File: src/rtl/sel_sequencer_pkg.sv
// Shared encodings and the position-advance rule for the decoder select sequencer.
package sel_sequencer_pkg;

    localparam int SEL_W = 3;

    typedef enum logic [1:0] {
        MODE_UP   = 2'b00,
        MODE_DOWN = 2'b01,
        MODE_PP   = 2'b10,
        MODE_HOLD = 2'b11
    } mode_e;

    typedef enum logic {
        ST_IDLE = 1'b0,
        ST_RUN  = 1'b1
    } state_e;

    typedef enum logic {
        DIR_UP   = 1'b0,
        DIR_DOWN = 1'b1
    } dir_e;

    typedef struct packed {
        logic [SEL_W-1:0] sel;
        dir_e             dir;
        logic             wrap;
    } adv_t;

    // Next position for one advance; hold returns the inputs unchanged.
    function automatic adv_t next_pos(input logic [SEL_W-1:0] sel, input mode_e mode,
                                      input dir_e dir);
        adv_t res;
        res.sel  = sel;
        res.dir  = dir;
        res.wrap = 1'b0;
        case (mode)
            MODE_UP: begin
                res.sel  = sel + 3'd1;
                res.wrap = (sel == 3'd7);
            end
            MODE_DOWN: begin
                res.sel  = sel - 3'd1;
                res.wrap = (sel == 3'd0);
            end
            MODE_PP: begin
                if (dir == DIR_UP) begin
                    if (sel == 3'd7) begin
                        res.sel  = 3'd6;
                        res.dir  = DIR_DOWN;
                        res.wrap = 1'b1;
                    end else begin
                        res.sel = sel + 3'd1;
                    end
                end else begin
                    if (sel == 3'd0) begin
                        res.sel  = 3'd1;
                        res.dir  = DIR_UP;
                        res.wrap = 1'b1;
                    end else begin
                        res.sel = sel - 3'd1;
                    end
                end
            end
            default: ;
        endcase
        return res;
    endfunction

endpackage

File: src/rtl/sel_sequencer_tick_prescaler.sv
// Rate divider: counts 0..PRESCALE-1 while enabled and flags the terminal count.
module tick_prescaler #(
    parameter int PRESCALE = 4,
    parameter int PS_W     = 16
) (
    input  logic clk,
    input  logic rst,
    input  logic en,
    input  logic clr,
    output logic tc
);

    localparam logic [PS_W-1:0] TC_VAL = PS_W'(PRESCALE - 1);

    logic [PS_W-1:0] cnt_q, cnt_d;

    assign tc = en && (cnt_q == TC_VAL);

    always_comb begin
        cnt_d = cnt_q + 1'b1;
        if (clr || !en || tc) cnt_d = '0;
    end

    always_ff @(posedge clk or posedge rst) begin
        if (rst) cnt_q <= '0;
        else     cnt_q <= cnt_d;
    end

endmodule

File: src/rtl/sel_sequencer.sv
// Registered 3-bit position sequencer (up/down/ping-pong/hold) feeding a one-hot decoder.
module sel_sequencer
    import sel_sequencer_pkg::*;
#(
    parameter int PRESCALE = 4,
    parameter int PS_W     = 16
) (
    input  logic             clk,
    input  logic             rst,
    input  logic             start,
    input  logic             stop,
    input  logic             step,
    input  logic             load,
    input  logic [SEL_W-1:0] load_val,
    input  logic [1:0]       mode,
    output logic [SEL_W-1:0] sel,
    output logic             tick,
    output logic             wrap,
    output logic             running
);

    state_e           state_q, state_d;
    dir_e             dir_q, dir_d;
    logic [SEL_W-1:0] sel_q, sel_d;
    logic             tick_q, tick_d;
    logic             wrap_q, wrap_d;
    logic             ps_clr, ps_tc, adv;
    adv_t             nxt;

    tick_prescaler #(.PRESCALE(PRESCALE), .PS_W(PS_W)) u_ps (
        .clk (clk),
        .rst (rst),
        .en  (state_q == ST_RUN),
        .clr (ps_clr),
        .tc  (ps_tc)
    );

    assign nxt = next_pos(sel_q, mode_e'(mode), dir_q);

    always_comb begin
        state_d = state_q;
        if (stop)       state_d = ST_IDLE;
        else if (start) state_d = ST_RUN;

        ps_clr = (state_d != state_q) || load;
        // A stop on the terminal-count edge freezes sel rather than advancing.
        adv = (state_q == ST_RUN) ? (ps_tc && state_d == ST_RUN) : step;

        sel_d  = sel_q;
        dir_d  = dir_q;
        tick_d = 1'b0;
        wrap_d = 1'b0;
        if (load) begin
            sel_d = load_val;
            dir_d = DIR_UP;
        end else if (adv && mode_e'(mode) != MODE_HOLD) begin
            sel_d  = nxt.sel;
            dir_d  = nxt.dir;
            tick_d = 1'b1;
            wrap_d = nxt.wrap;
        end
    end

    always_ff @(posedge clk or posedge rst) begin
        if (rst) begin
            state_q <= ST_IDLE;
            dir_q   <= DIR_UP;
            sel_q   <= '0;
            tick_q  <= 1'b0;
            wrap_q  <= 1'b0;
        end else begin
            state_q <= state_d;
            dir_q   <= dir_d;
            sel_q   <= sel_d;
            tick_q  <= tick_d;
            wrap_q  <= wrap_d;
        end
    end

    assign sel     = sel_q;
    assign tick    = tick_q;
    assign wrap    = wrap_q;
    assign running = (state_q == ST_RUN);

endmodule

File: config.mk
export PLATFORM = sky130hd
export DESIGN_NAME = sel_sequencer
export DESIGN_NICKNAME = d
export VERILOG_FILES = /design/src/rtl/sel_sequencer_pkg.sv /design/src/rtl/sel_sequencer_tick_prescaler.sv /design/src/rtl/sel_sequencer.sv
export SDC_FILE = /design/constraint.sdc
export NUM_CORES = 1
export LEC_CHECK = 0
export BUFFER_PORTS_ARGS = -buffer_cell sky130_fd_sc_hd__buf_2
export CAP_MARGIN = 20
export CORE_UTILIZATION = 52
export DETAILED_ROUTE_END_ITERATION = 8
export HOLD_SLACK_MARGIN = 0.03
export PLACE_DENSITY = 0.72
export SLEW_MARGIN = 20
export SYNTH_ARGS = -nofsm -noshare
export SYNTH_HDL_FRONTEND = slang
export SYNTH_HIERARCHICAL = 1
export SYNTH_SLANG_ARGS = --single-unit
File: constraint.sdc
create_clock -name clk -period 5.1 [get_ports clk]
set_clock_uncertainty 0.2 [all_clocks]
set_input_delay 1.275 -clock clk [delete_from_list [all_inputs] [get_ports clk]]
set_output_delay 1.275 -clock clk [all_outputs]
set_load 0.005 [all_outputs]
; ---- Yosys cells after proc, flatten, opt, wreduce, memory -nomap -nowiden
; Index checks and enable logic that the tools add are counted.
[totals]
out_inout_bits = 6
elab_cells = 49
inputBits = 11
regBits = 23
[op_classes]
add_sub_neg = 3
mux = 20
n_reduce_logical = 14
n_eq_ne = 6
[op_table]
columns = cell, count
row1 = "16-bit by 1-bit adder with 16-bit output, second input constant", 1
row2 = "16-bit by 2-bit equality test with 1-bit output, second input constant", 1
row3 = 16-bit 2-to-1 mux, 1
row4 = 3-bit 2-to-1 mux, 4
row5 = 1-bit 2-to-1 mux, 10
row6 = 3-bit one-hot mux with 3 select lines, 1
row7 = 5-bit 2-to-1 mux, 1
row8 = 2-bit 2-to-1 mux, 2
row9 = 2-bit AND reduction, 2
row10 = 2-bit nonzero test, 2
row11 = 4-bit nonzero test, 1
row12 = "3-bit by 1-bit adder with 3-bit output, second input constant", 1
row13 = "3-bit equality test, second input constant", 1
row14 = 1-bit logical AND, 3
row15 = 3-bit logical NOT, 1
row16 = 1-bit logical OR, 3
row17 = 1-bit one-hot mux with 3 select lines, 1
row18 = "3-bit by 1-bit subtractor with 3-bit output, second input constant", 1
row19 = "2-bit by 1-bit equality test with 1-bit output, second input constant", 1
row20 = "2-bit equality test, second input constant", 1
row21 = 2-bit logical NOT, 1
row22 = "2-bit inequality test, second input constant", 1
row23 = 1-bit logical NOT, 1
row24 = 1-bit inequality test, 1

; ---- Depth between registers and ports, before layout
[depth]
word_depth = 7
mapped_depth = 8
mapped_depth_nobuf = 8

; ---- By module
; Netlist, hierarchy kept.
[by_module_without_submodules]
columns = module, area_per_inst_um2, seq_area_each_um2, instances, cells_per_inst
row1 = tick_prescaler, 830.8, 400.4, 1, 82
row2 = sel_sequencer, 678.2, 175.2, 1, 76

; ---- Worst setup path after synthesis
; No wires, ideal clock.
[synth_timing]
kind = in2reg
from = input port mode[0]
to = register sel_q[2], in the netlist sel[2]
path_buffers = 0
path_slack_ps = 2342
cell_stages = 6
setup_time_ps = 125
arrival_time_ps = 2432
required_ps = 4775
path_cell_list = inv_1 -> ha_1 -> or4_4 -> o311ai_4 -> or3_1 -> o21ai_2
[synth_between]
elab_chain_cells = 4
word_cells_on_any_way = 11
classes_between = 3 x eq/ne / 3 x mux / 5 x reduce/logical
[synth_lines]
columns = element, line
row1 = start: declaration, sel_sequencer.sv:15  ; input logic [1:0] mode,
row2 = "2-bit equality test, or another cell as far along", sel_sequencer_pkg.sv:36  ; case (mode)
row3 = 3-bit one-hot mux with 3 select lines / 1-bit logical AND (equally long branches), "sel_sequencer_pkg.sv:36, sel_sequencer.sv:56"
row4 = 3-bit 2-to-1 mux / 2-bit nonzero test (equally long branches), -
row5 = 3-bit 2-to-1 mux / 2-bit AND reduction (equally long branches), -
row6 = end signal: assignment, sel_sequencer.sv:74  ; sel_q <= sel_d;
row7 = end: declaration, sel_sequencer.sv:24  ; logic [SEL_W-1:0] sel_q, sel_d;
; Parallel ways exist; a longest one is shown, timed or not. The select of a mux whose other input is x is not followed.
; A chain may end at the register's enable or synchronous reset.

; ---- Final worst setup path
; Ends and elaborated chain as after synthesis.

==> metrics.yaml <==
status: "finished clean"
ys_ff_latch: 23
setup_violations: 0
dr.first_iter.drc_count: 43
drive_gt1_share_pct: 19.4
yosysWarnings: 6
routed_via_density: 5.74
n_antenna_cell: 0
ant_nets: 0
synth_area_leaders: "dfrtp_1 38%, ha_1 9.1%, xnor2_1 7.0%"
synth-edff-count: 0
worstPathArrival_ns: 2.63
slew_violations: 0
dieArea_sq_um: 3120
drt_pass1_iterations: 4
syn_inst: 158
final_area_sq_um: 1630
start_util_pct: 54.7
seq_area_sq_um: 576
multi_input_area_sq_um: 857
htree_levels: 1
critPathSlowestCell: "or4_4"
fillCellCount: 245
ys_types: 43
grt_first_pass_wirelength_microns: 5260
overflow: 0
layout_setup_ws_ns: 2.47
ir_drop_v: 0.000166
worst_setup_path_start_kind: "input pin"
end_kind: "register"
syn-cell-area_sq_um: 1510
clk_pin_slew_worst_paths_ns: 0.12
port_buffers: 16
synthToLayoutAreaGrowth_pct: 7.79
syn_nets: 180
fp.dieH_microns: 55.9
synth-main-ff-cell: "dfrtp_1"
min_period_over_period_pct: 51.5
hold_path.class: "reg2reg"
finalSetupTns_ns: 0
grt_pass1_vias: 1128
post-cts-setup-buffer-count: 0
grt_max_degree: 17
synth.largest_area_cell: "dfrtp_1"
boundaryPins: 17
crit_type: "in2reg"
hpwl_microns: 2250
core_sq_um: 2760
antenna_found_initial: 0
tightest_slew_ns: 0.624
place_congestion: 0.882
yosysMostFrequentCell: "dfrtp_1"
finalPower_mw: 0.372
drc: 0
numCtsBuffers: 3
rsz0062_at_grt: "no"
path_cells: "buf_2 -> inv_1 -> ha_1 -> or4_4 -> o311ai_4 -> or3_1 -> o21ai_2"
slew_headroom_pct: 58.4
powerDensity_nw_per_um2: 229
clock.fmax_mhz: 380
nNetsFinal: 198
yosys.area.top_type_share_pct: 38.1
async_flop_share_pct: 100
root_buffer: "clkbuf_4"
routedWlPerCell_microns: 14.2
num_vias: 1183
place_area_sq_um: 1600
pre_cts_slack_ns: 2.13
required_ns: 5.11
finalHoldViolCount: 0
placementRows: 19
synthTopCellsByCount: "23 x dfrtp_1, 18 x nor2_1, 13 x inv_1, 12 x xnor2_1, 11 x ha_1"
cpPeakStageDelay_ns: 0.55
cts_sinks: 23
power.leakage_nw: 0.727
cp_max_fo: 8
avgSynthCellArea_sq_um: 9.55
finalWirelength_microns: 2930
clockBufferDepth: 2
cts_resized: 0
postCtsHoldBufs: 0
die_w_microns: 55.9
fin_crit_ns: 2.63
maxCapViolations: 0
tritoncts: "done"
synth.yosys.seq_area_share_pct: 38.1
grtUsageTotal_pct: 21.7
insertion_delay_ns: 0.31
path summary, 6_finish.rpt:
check,startpoint,endpoint,slack [ns],depth (start not counted)
setup / recovery,mode[0],sel[2],2.47,7
hold / removal,u_ps/cnt_q[0],u_ps/cnt_q[0],0.29,1
setup reg to reg,u_ps/cnt_q[0],sel[2],2.74,8
hold reg to reg,u_ps/cnt_q[0],u_ps/cnt_q[0],0.29,1
max in group asynchronous,rst,u_ps/cnt_q[12],3.47,2
min in group asynchronous,rst,running,0.68,2
metal layers:
layer | wire length (microns) | vias up | global-route usage [%]
met2 | 1400 | 30 | 35.1
met3 | 121 | 2 | 5.12
li1 | - | 580 | -
met4 | 13 | 0 | 3.14
met5 | 0 | - | 0
met1 | 1400 | 571 | 30.6
layout make-up:
type	instances	area share (%)
sequential	23	35.4
clock buffer	4	1.62
inverter	13	3.00
multi-input combinational	119	52.7
timing repair buffer	16	4.92
tap	31	2.38
where the power goes:
part,internal (mW),switching [mW],leakage (nW)
sequential,0.189,0.0108,0.312
combinational,0.0397,0.0482,0.400
clock,0.0306,0.0539,0.0150
total,0.259,0.113,0.727
sequential cells by signal, summed over array words and instances (netlist names):
register,flops
wrap,1
dir_q,1
running,1
tick,1
sel,3
u_ps/cnt_q,16
metrics by stage:
step	util, %	hold slack, ns	cells
2_1_floorplan	-	0.244	158
3_3_place_gp	58.0	0.268	202
3_5_place_dp	58.0	0.274	202
4_1_cts	59.0	0.291	206
5_1_grt	59.0	0.310	206
6_report	59.0	0.292	206
layout by cell type, fill, tap and decap left out, types with 3 or more instances in the layout:
cell / n
dfrtp_1: 23
nor2_1: 18
buf_2: 16
inv_1: 13
xnor2_1: 12
ha_1: 11
nand2_1: 9
a21oi_1: 6
nor4_1: 6
nand3_1: 5
o21ai_0: 4
nor2_2: 4
nor2b_1: 3
clkbuf_4: 3
nand4_1: 3
nor3_1: 3
xor2_1: 3
logic make-up (layout without fill, tap and decap cells):
logic type	after synthesis	after routing	share of synthesized area, %
simple gates	69	69	26.8
compound gates	23	23	11.5
flops	23	23	38.1
buf+inv	16	33	5.06
xor+xnor	15	15	8.71
fa+ha+maj	11	11	9.12
mux	1	1	0.663
critical path, delay by kind of cell:
kind                     cells  cell delay, ns
adder cells (fa/ha/maj)      1            0.28
AND/OR/NAND/NOR              2            0.73
buffers and inverters        2            0.16
AO/OA/AOI/OAI                2            0.19
(Power assumes the default switching activity.)
